--- src/rtl/checksum2send_pkg.sv ---
// Shared definitions for the checksum frame transmitter and its receiver twin.
package checksum2send_pkg;

    localparam int unsigned BYTE_W    = 8;
    // Bytes on the wire per frame: payload bytes plus one checksum byte.
    localparam int unsigned FRAME_LEN = 6;

    typedef enum logic [1:0] {
        ST_IDLE = 2'd0,
        ST_SEND = 2'd1,
        ST_GAP  = 2'd2,
        ST_DONE = 2'd3
    } state_e;

    // Byte that brings the 8-bit running sum of a frame back to zero.
    function automatic logic [BYTE_W-1:0] frame_checksum(input logic [BYTE_W-1:0] sum);
        return ~sum + 8'd1;
    endfunction

endpackage

--- src/rtl/checksum2send_if.sv ---
// Application / UART-TX side signals of the checksum frame transmitter.
interface checksum2send_if
    import checksum2send_pkg::*;
#(
    parameter int unsigned DATA_BYTES = FRAME_LEN - 1
);

    logic                           Send_Req;
    logic [BYTE_W*DATA_BYTES-1:0]   Data;
    logic                           TX_Done_Sig;
    logic                           TX_En_Sig;
    logic [BYTE_W-1:0]              TX_Data;
    logic                           Busy;
    logic                           Frame_Done;

    modport master (
        output Send_Req, Data, TX_Done_Sig,
        input  TX_En_Sig, TX_Data, Busy, Frame_Done
    );

    modport slave (
        input  Send_Req, Data, TX_Done_Sig,
        output TX_En_Sig, TX_Data, Busy, Frame_Done
    );

endinterface

--- src/rtl/checksum2send.sv ---
// Frame transmitter: sends DATA_BYTES payload bytes MSB first, then a checksum
// byte chosen so the 8-bit sum of the whole frame is zero. Bytes are offered to
// the UART TX one at a time, with GAP_CYCLES idle cycles between them.
module checksum2send
    import checksum2send_pkg::*;
#(
    parameter int unsigned DATA_BYTES = FRAME_LEN - 1,
    parameter int unsigned GAP_CYCLES = 2
)
(
    input  logic          CLK,
    input  logic          RSTn,
    checksum2send_if.slave bus
);

    localparam int unsigned DATA_W = BYTE_W * DATA_BYTES;
    localparam int unsigned IDX_W  = $clog2(DATA_BYTES + 1);
    localparam int unsigned GAP_W  = $clog2(GAP_CYCLES + 1);

    // Index value at which the checksum byte, not payload, is on the wire.
    localparam logic [IDX_W-1:0] CHK_IDX  = IDX_W'(DATA_BYTES);
    localparam logic [GAP_W-1:0] GAP_LAST = GAP_W'(GAP_CYCLES - 1);

    state_e              state_q, state_d;
    logic [IDX_W-1:0]    idx_q,   idx_d;
    logic [BYTE_W-1:0]   sum_q,   sum_d;
    logic [DATA_W-1:0]   shreg_q, shreg_d;
    logic [GAP_W-1:0]    gap_q,   gap_d;

    logic [BYTE_W-1:0]   tx_byte;
    logic                tx_en;
    logic [BYTE_W-1:0]   tx_data;
    logic                busy;
    logic                frame_done;

    // State register and datapath flops; reset abandons any frame in flight.
    always_ff @(posedge CLK or negedge RSTn) begin
        if (!RSTn) begin
            state_q <= ST_IDLE;
            idx_q   <= '0;
            sum_q   <= '0;
            shreg_q <= '0;
            gap_q   <= '0;
        end else begin
            state_q <= state_d;
            idx_q   <= idx_d;
            sum_q   <= sum_d;
            shreg_q <= shreg_d;
            gap_q   <= gap_d;
        end
    end

    // Byte currently offered: top of the shifter for payload, checksum at the end.
    always_comb begin
        tx_byte = shreg_q[DATA_W-1 -: BYTE_W];
        if (idx_q >= CHK_IDX) begin
            tx_byte = frame_checksum(sum_q);
        end
    end

    // Next-state, datapath update and outputs; outputs decode from the state so
    // an asynchronous reset drops them immediately.
    always_comb begin
        state_d    = state_q;
        idx_d      = idx_q;
        sum_d      = sum_q;
        shreg_d    = shreg_q;
        gap_d      = gap_q;
        tx_en      = 1'b0;
        tx_data    = '0;
        busy       = 1'b1;
        frame_done = 1'b0;

        case (state_q)
            ST_IDLE: begin
                busy = 1'b0;
                if (bus.Send_Req) begin
                    shreg_d = bus.Data;
                    sum_d   = '0;
                    idx_d   = '0;
                    gap_d   = '0;
                    state_d = ST_SEND;
                end
            end
            ST_SEND: begin
                tx_en   = 1'b1;
                tx_data = tx_byte;
                if (bus.TX_Done_Sig) begin
                    sum_d   = sum_q + tx_byte;
                    shreg_d = shreg_q << BYTE_W;
                    idx_d   = idx_q + IDX_W'(1);
                    gap_d   = '0;
                    state_d = (idx_q == CHK_IDX) ? ST_DONE : ST_GAP;
                end
            end
            ST_GAP: begin
                gap_d = gap_q + GAP_W'(1);
                if (gap_q == GAP_LAST) begin
                    gap_d   = '0;
                    state_d = ST_SEND;
                end
            end
            ST_DONE: begin
                frame_done = 1'b1;
                state_d    = ST_IDLE;
            end
            default: begin
                busy    = 1'b0;
                idx_d   = '0;
                sum_d   = '0;
                shreg_d = '0;
                gap_d   = '0;
                state_d = ST_IDLE;
            end
        endcase
    end

    assign bus.TX_En_Sig  = tx_en;
    assign bus.TX_Data    = tx_data;
    assign bus.Busy       = busy;
    assign bus.Frame_Done = frame_done;

endmodule

--- src/flat_wrapper.sv ---
// flat-port wrapper written by rule: the top's interface ports become plain ports
module checksum2send_flat import checksum2send_pkg::*;
#(
    parameter int unsigned DATA_BYTES = FRAME_LEN - 1,
    parameter int unsigned GAP_CYCLES = 2
)
  (CLK, RSTn, bus_Send_Req, bus_Data, bus_TX_Done_Sig, bus_TX_En_Sig, bus_TX_Data, bus_Busy, bus_Frame_Done);
  checksum2send_if #(.DATA_BYTES(DATA_BYTES)) bus_i ();
  input  logic CLK;
  input  logic RSTn;
  input wire logic [$bits(bus_i.Send_Req)-1:0] bus_Send_Req;
  input wire logic [$bits(bus_i.Data)-1:0] bus_Data;
  input wire logic [$bits(bus_i.TX_Done_Sig)-1:0] bus_TX_Done_Sig;
  output wire logic [$bits(bus_i.TX_En_Sig)-1:0] bus_TX_En_Sig;
  output wire logic [$bits(bus_i.TX_Data)-1:0] bus_TX_Data;
  output wire logic [$bits(bus_i.Busy)-1:0] bus_Busy;
  output wire logic [$bits(bus_i.Frame_Done)-1:0] bus_Frame_Done;
  assign bus_i.Send_Req = bus_Send_Req;
  assign bus_i.Data = bus_Data;
  assign bus_i.TX_Done_Sig = bus_TX_Done_Sig;
  assign bus_TX_En_Sig = bus_i.TX_En_Sig;
  assign bus_TX_Data = bus_i.TX_Data;
  assign bus_Busy = bus_i.Busy;
  assign bus_Frame_Done = bus_i.Frame_Done;
  checksum2send #(.DATA_BYTES(DATA_BYTES), .GAP_CYCLES(GAP_CYCLES)) u_core (.CLK(CLK), .RSTn(RSTn), .bus(bus_i));
endmodule
--- config.mk ---
export PLATFORM = sky130hd
export DESIGN_NAME = checksum2send_flat
export DESIGN_NICKNAME = d
export VERILOG_FILES = /design/src/rtl/checksum2send_pkg.sv /design/src/rtl/checksum2send_if.sv /design/src/rtl/checksum2send.sv /design/src/flat_wrapper.sv
export SDC_FILE = /design/constraint.sdc
export NUM_CORES = 1
export LEC_CHECK = 0
export BUFFER_PORTS_ARGS = -buffer_cell sky130_fd_sc_hd__buf_2
export CAP_MARGIN = 10
export CORE_UTILIZATION = 40
export DETAILED_ROUTE_END_ITERATION = 7
export SLEW_MARGIN = 20
export SYNTH_ARGS = -nofsm -noshare
export SYNTH_HDL_FRONTEND = slang
export SYNTH_SLANG_ARGS = --single-unit
--- constraint.sdc ---
create_clock -name CLK -period 8.53 [get_ports CLK]
set_clock_uncertainty 0.2 [all_clocks]
set_input_delay 1.2795 -clock CLK [delete_from_list [all_inputs] [get_ports CLK]]
set_output_delay 1.2795 -clock CLK [all_outputs]
set_load 0.005 [all_outputs]
# Word level (Yosys, flattened, before mapping)
# Index checks and enable logic that the tools add are counted.
word_totals:
  register_bits: 55
  inputBits: 44
  output_inout_bits: 11
  wordCells: 48
op_classes:
  add_sub_neg: 4
  magnitude_cmp: 1
  eq_ne: 8
  muxes: 23
  n_bitwise: 1
  n_reduce_logical: 6
ops:
  columns: ["cell", "n"]
  rows:
  - ["$mux W40", 2]
  - ["$pmux W40 S2", 1]
  - ["$mux W8", 4]
  - ["$pmux W8 S2", 1]
  - ["$mux W2", 6]
  - ["$reduce_and A3 Y1", 3]
  - ["$add A8 B1 Y8 const B", 1]
  - ["$add A8 B8 Y8", 1]
  - ["$not A8 Y8", 1]
  - ["$pmux W2 S4", 1]
  - ["$mux W3", 2]
  - ["$pmux W2 S3", 1]
  - ["$pmux W3 S2", 1]
  - ["$eq A2 B1 Y1 const B", 2]
  - ["$eq A2 B2 Y1 const B", 2]
  - ["$mux W1", 4]
  - ["$ne A2 B2 Y1 const B", 2]
  - ["$add A3 B1 Y3 const B", 1]
  - ["$eq A3 B3 Y1 const B", 1]
  - ["$ge A3 B3 Y1 const B", 1]
  - ["$reduce_bool A3 Y1", 1]
  - ["$add A2 B1 Y2 const B", 1]
  - ["$logic_not A2 Y1", 1]
  - ["$ne A2 B1 Y1 const B", 1]
  - ["$reduce_bool A2 Y1", 1]

# Longest topological paths before layout
depth:
  ltp_word: 6
  mapped_depth: 15
  ltp_nobuf: 14

# Least setup slack after synthesis
# No wires, ideal clock.
synth_path:
  kind: "register to register"
  startpoint: "reg u_core.idx_q[0]"
  endpoint: "reg u_core.sum_q[6]"
  setup_ps: 122
  arrival_ps: 2787
  required_ps: 8208
  setup_slack_ps: 5421
  stages_incl_launch_ff: 15
  path_buffers: 1
  synth_period_minus_slack_ps: 3109
  cell_sequence: "dfrtp_1 ha_1 o31ai_2 buf_2 nand2_1 o21ai_0 ha_1 inv_1 fa_1 nor2b_1 o21ai_1 a21boi_1 o21a_1 o21ai_0 a32o_1"
synth_between:
  elab_chain_len: 5
synth_lines:
  columns: ["item", "line_no", "rtl"]
  rows:
  - ["from (decl)", "checksum2send.sv:25", "logic [IDX_W-1:0] idx_q, idx_d;"]
  - ["from (signal assigned)", "checksum2send.sv:46", "idx_q <= idx_d;"]
  - ["$ge A3 B3 Y1", "checksum2send.sv:56", "if (idx_q >= CHK_IDX) begin"]
  - ["$mux W8", "checksum2send.sv:56", null]
  - ["$add A8 B8 Y8", "checksum2send.sv:89", "sum_d = sum_q + tx_byte;"]
  - ["$mux W8", "checksum2send.sv:88", "if (bus.TX_Done_Sig) begin"]
  - ["$pmux W8 S2", "checksum2send.sv:74", "case (state_q)"]
  - ["to (signal assigned)", "checksum2send.sv:47", "sum_q <= sum_d;"]
  - ["to (decl)", "checksum2send.sv:26", "logic [BYTE_W-1:0] sum_q, sum_d;"]
# No other way between the ends. The select of a mux whose other input is x is not followed.
# A chain may end at the register's enable or synchronous reset.

# Worst setup path in the final report
layout_path:
  startpoint: "reg u_core.idx_q[0]"
  endpoint: "out bus_TX_Data[5]"
layout_between:
  elab_chain_len: 3
layout_lines:
  columns: ["item", "line_no", "rtl"]
  rows:
  - ["$ge A3 B3 Y1", "checksum2send.sv:56", null]
  - ["$mux W8", "checksum2send.sv:56", null]
  - ["$mux W8", "checksum2send.sv:74", null]
  - ["to (decl)", "flat_wrapper.sv:15", "output wire logic [$bits(bus_i.TX_Data)-1:0] bus_TX_Data;"]
# No other way between the ends.

==> flow_summary.toml <==
[status]
status = "finished clean"

[yosys]
syn_avg_cell_area_um2 = 8.94
yosys-top-cells-count = "nand2_1 (84), dfrtp_1 (55), nor2_1 (33)"
synth_enable_flop_cells = 0
ys_seq_area_frac = 0.474
synth_nets = 380
netlist_area_um2 = 2910
ys.flop_type = "dfrtp_1"
ys_ff_latch = 55
synth_top_area_share = 0.474
synth_warnings = 0
synth_top_area_cell = "dfrtp_1"
synth.most_common_cell = "nand2_1"
syn_inst = 325
async_flop_share = 1.00
yosys-top-cells-area = "dfrtp_1 (47%), nand2_1 (11%), a31oi_1 (5.4%)"
synth_cell_types = 43

[floorplan]
row_count = 30
coreArea_um2 = 6910
floorplan.initialDensity = 0.421
die_w_um = 87.2
dieArea_um2 = 7610
num_io_pins = 55
die_h_um = 87.2

[clocking]
insertion_delay_ns = 0.31
path_clk_slew_ns = 0.09
cts_made_buffers = 5
cts_tree = "yes"
ctsHoldBuffers = 0
clock_sinks = 55
postCtsSetupRepairBufs = 0
cts_resized = 0
h-tree-depth = 2
clockRootBuffer = "clkbuf_8"
cts.path.max_buffers = 2

[route]
num_vias = 2393
wl_per_cell_um = 13.7
wl_mm = 6.43
first_pass_iters = 4
drc = 0
highest_layer = "met4"
drt_iter0_drc = 93
met3WireLength_um = 315
wl_met2_mm = 2.89
avgViaCountPerCell = 5.11
wl_met1_mm = 3.12
ant_nets = 0

[sta]
fmax_mhz = 249
slew_headroom = 0.316
setup-tns-final_ns = 0
rsz0062_at_grt = "no"
hold_violations = 0
period_share = 0.471
final_max_slew_viol_count = 0
setup_viol = 0
worstMarginPinSlew_ns = 1.02
fin_crit_ns = 4.01
whs_ns = 0.289

[global_routing]
grt_pass1_vias = 2334
grt_usage = 0.187
grt_max_degree = 56
grt_overflow_total = 0
antenna_found_initial = 0
grt_pass1_wl_mm = 11.0

[layout]
layout-drive-gt1-share = 0.199
fillerInstances = 724
antenna_cells = 0
final_util = 0.483
area_growth_syn_to_layout_pct = 14.9
nets = 426

[worst_setup_path]
r2r_cells = 11
worstPathArrival_ns = 2.54
end_kind = "primary output"
critPathMaxFanout = 14
crit_required_ns = 7.05
worstSetupPathType = "register to primary output"
crit_path_start_kind = "register"

[placement]
io_buffers = 54
dp_hpwl_mm = 4.51
gp_congestion = 0.811

[job]
drv_cap = 0

[pwr]
ir_drop_uv = 142
p_per_area_nw_per_um2 = 387
power.leakage_uw = 0.00160

[hold_path]
worst_hold_path.num_cells = 2
min_path_type = "register to register"
[kinds of logic after synthesis]
group,synth area share
DFF,0.474
muxes,0.0151
adders and majority gates,0.0499
AOI/OAI and AO/OA,0.180
and+or+nand+nor,0.204
xor gates and xnor gates,0.0301
buffers and inverters,0.0469
[worst max-delay path, cell delays in order, from the launching register on]
cell and delay [ns]:
dfrtp_1 0.44, ha_1 0.26, o31ai_2 0.82, mux2_2 0.43, and2_1 0.15, buf_2 0.12
[layout by cell type, fill, tap and decap left out, types with 3 or more instances in the layout]
| cell type | netlist | routed |
|---|---|---|
| dfrtp_1 | 55 | 55 |
| inv_1 | 9 | 9 |
| o21ai_0 | 16 | 16 |
| clkbuf_8 | 0 | 6 |
| a31oi_1 | 25 | 25 |
| nand2_1 | 84 | 84 |
| buf_2 | 10 | 54 |
| o22ai_1 | 3 | 3 |
| nor2_1 | 33 | 33 |
| xnor2_1 | 6 | 6 |
| mux2_2 | 3 | 3 |
| a22o_1 | 8 | 8 |
| a21oi_1 | 6 | 6 |
| a22oi_1 | 7 | 7 |
| xor2_1 | 4 | 4 |
| and2_1 | 8 | 8 |
| ha_1 | 10 | 10 |
| buf_4 | 1 | 3 |
[metrics by stage]
stage | setup WS [ns] | total power [uW] | std cells | cell area (um2)
finish | 4.52 | 1290 | 468 | 3340
CTS | 4.51 | 1310 | 468 | 3340
floorplan | 5.42 | 968 | 325 | 2910
global route | 4.36 | 1420 | 468 | 3340
detailed placement | 4.83 | 1120 | 460 | 3220
global placement | 4.94 | 1110 | 460 | 3220
[worst paths after layout]
kind | from | end | slack [ns]
min reg2reg | u_core.shreg_q[10]$_DFFE_PN0P_ | u_core.shreg_q[10]$_DFFE_PN0P_ | 0.29
max | u_core.idx_q[0]$_DFFE_PN0P_ | bus_TX_Data[5] | 4.52
max in group asynchronous | RSTn | u_core.shreg_q[16]$_DFFE_PN0P_ | 6.77
min | u_core.shreg_q[10]$_DFFE_PN0P_ | u_core.shreg_q[10]$_DFFE_PN0P_ | 0.29
min in group asynchronous | RSTn | u_core.sum_q[4]$_DFFE_PN0P_ | 0.89
max reg2reg | u_core.idx_q[0]$_DFFE_PN0P_ | u_core.sum_q[7]$_DFFE_PN0P_ | 4.80
[final cells by class]
class,instances,area [um2],area share
Multi-Input combinational cell,242,1390,0.418
Sequential cell,55,1380,0.412
Timing Repair Buffer,57,293,0.0877
Tap cell,96,120,0.0360
Clock buffer,6,82.6,0.0247
Inverter,10,37.5,0.0112
Clock inverter,2,35.0,0.0105
[flip-flops by register name, summed over array words and instances, names as in the netlist]
register / flops
u_core.gap_q: 2
u_core.state_q: 2
u_core.shreg_q: 40
u_core.idx_q: 3
u_core.sum_q: 8
[layer usage]
layer,vias up,GRT usage
met5,-,0
met4,0,0.0566
met3,11,0.0483
met2,52,0.290
met1,1122,0.259
li1,1208,-
[report_power, final]
part	internal [uW]	switching (uW)	leakage [uW]	total [uW]
clock	95.1	84.4	0.0000612	179
sequential	382	90.4	0.000667	473
combinational	269	371	0.000872	640
(Power assumes the default switching activity.)
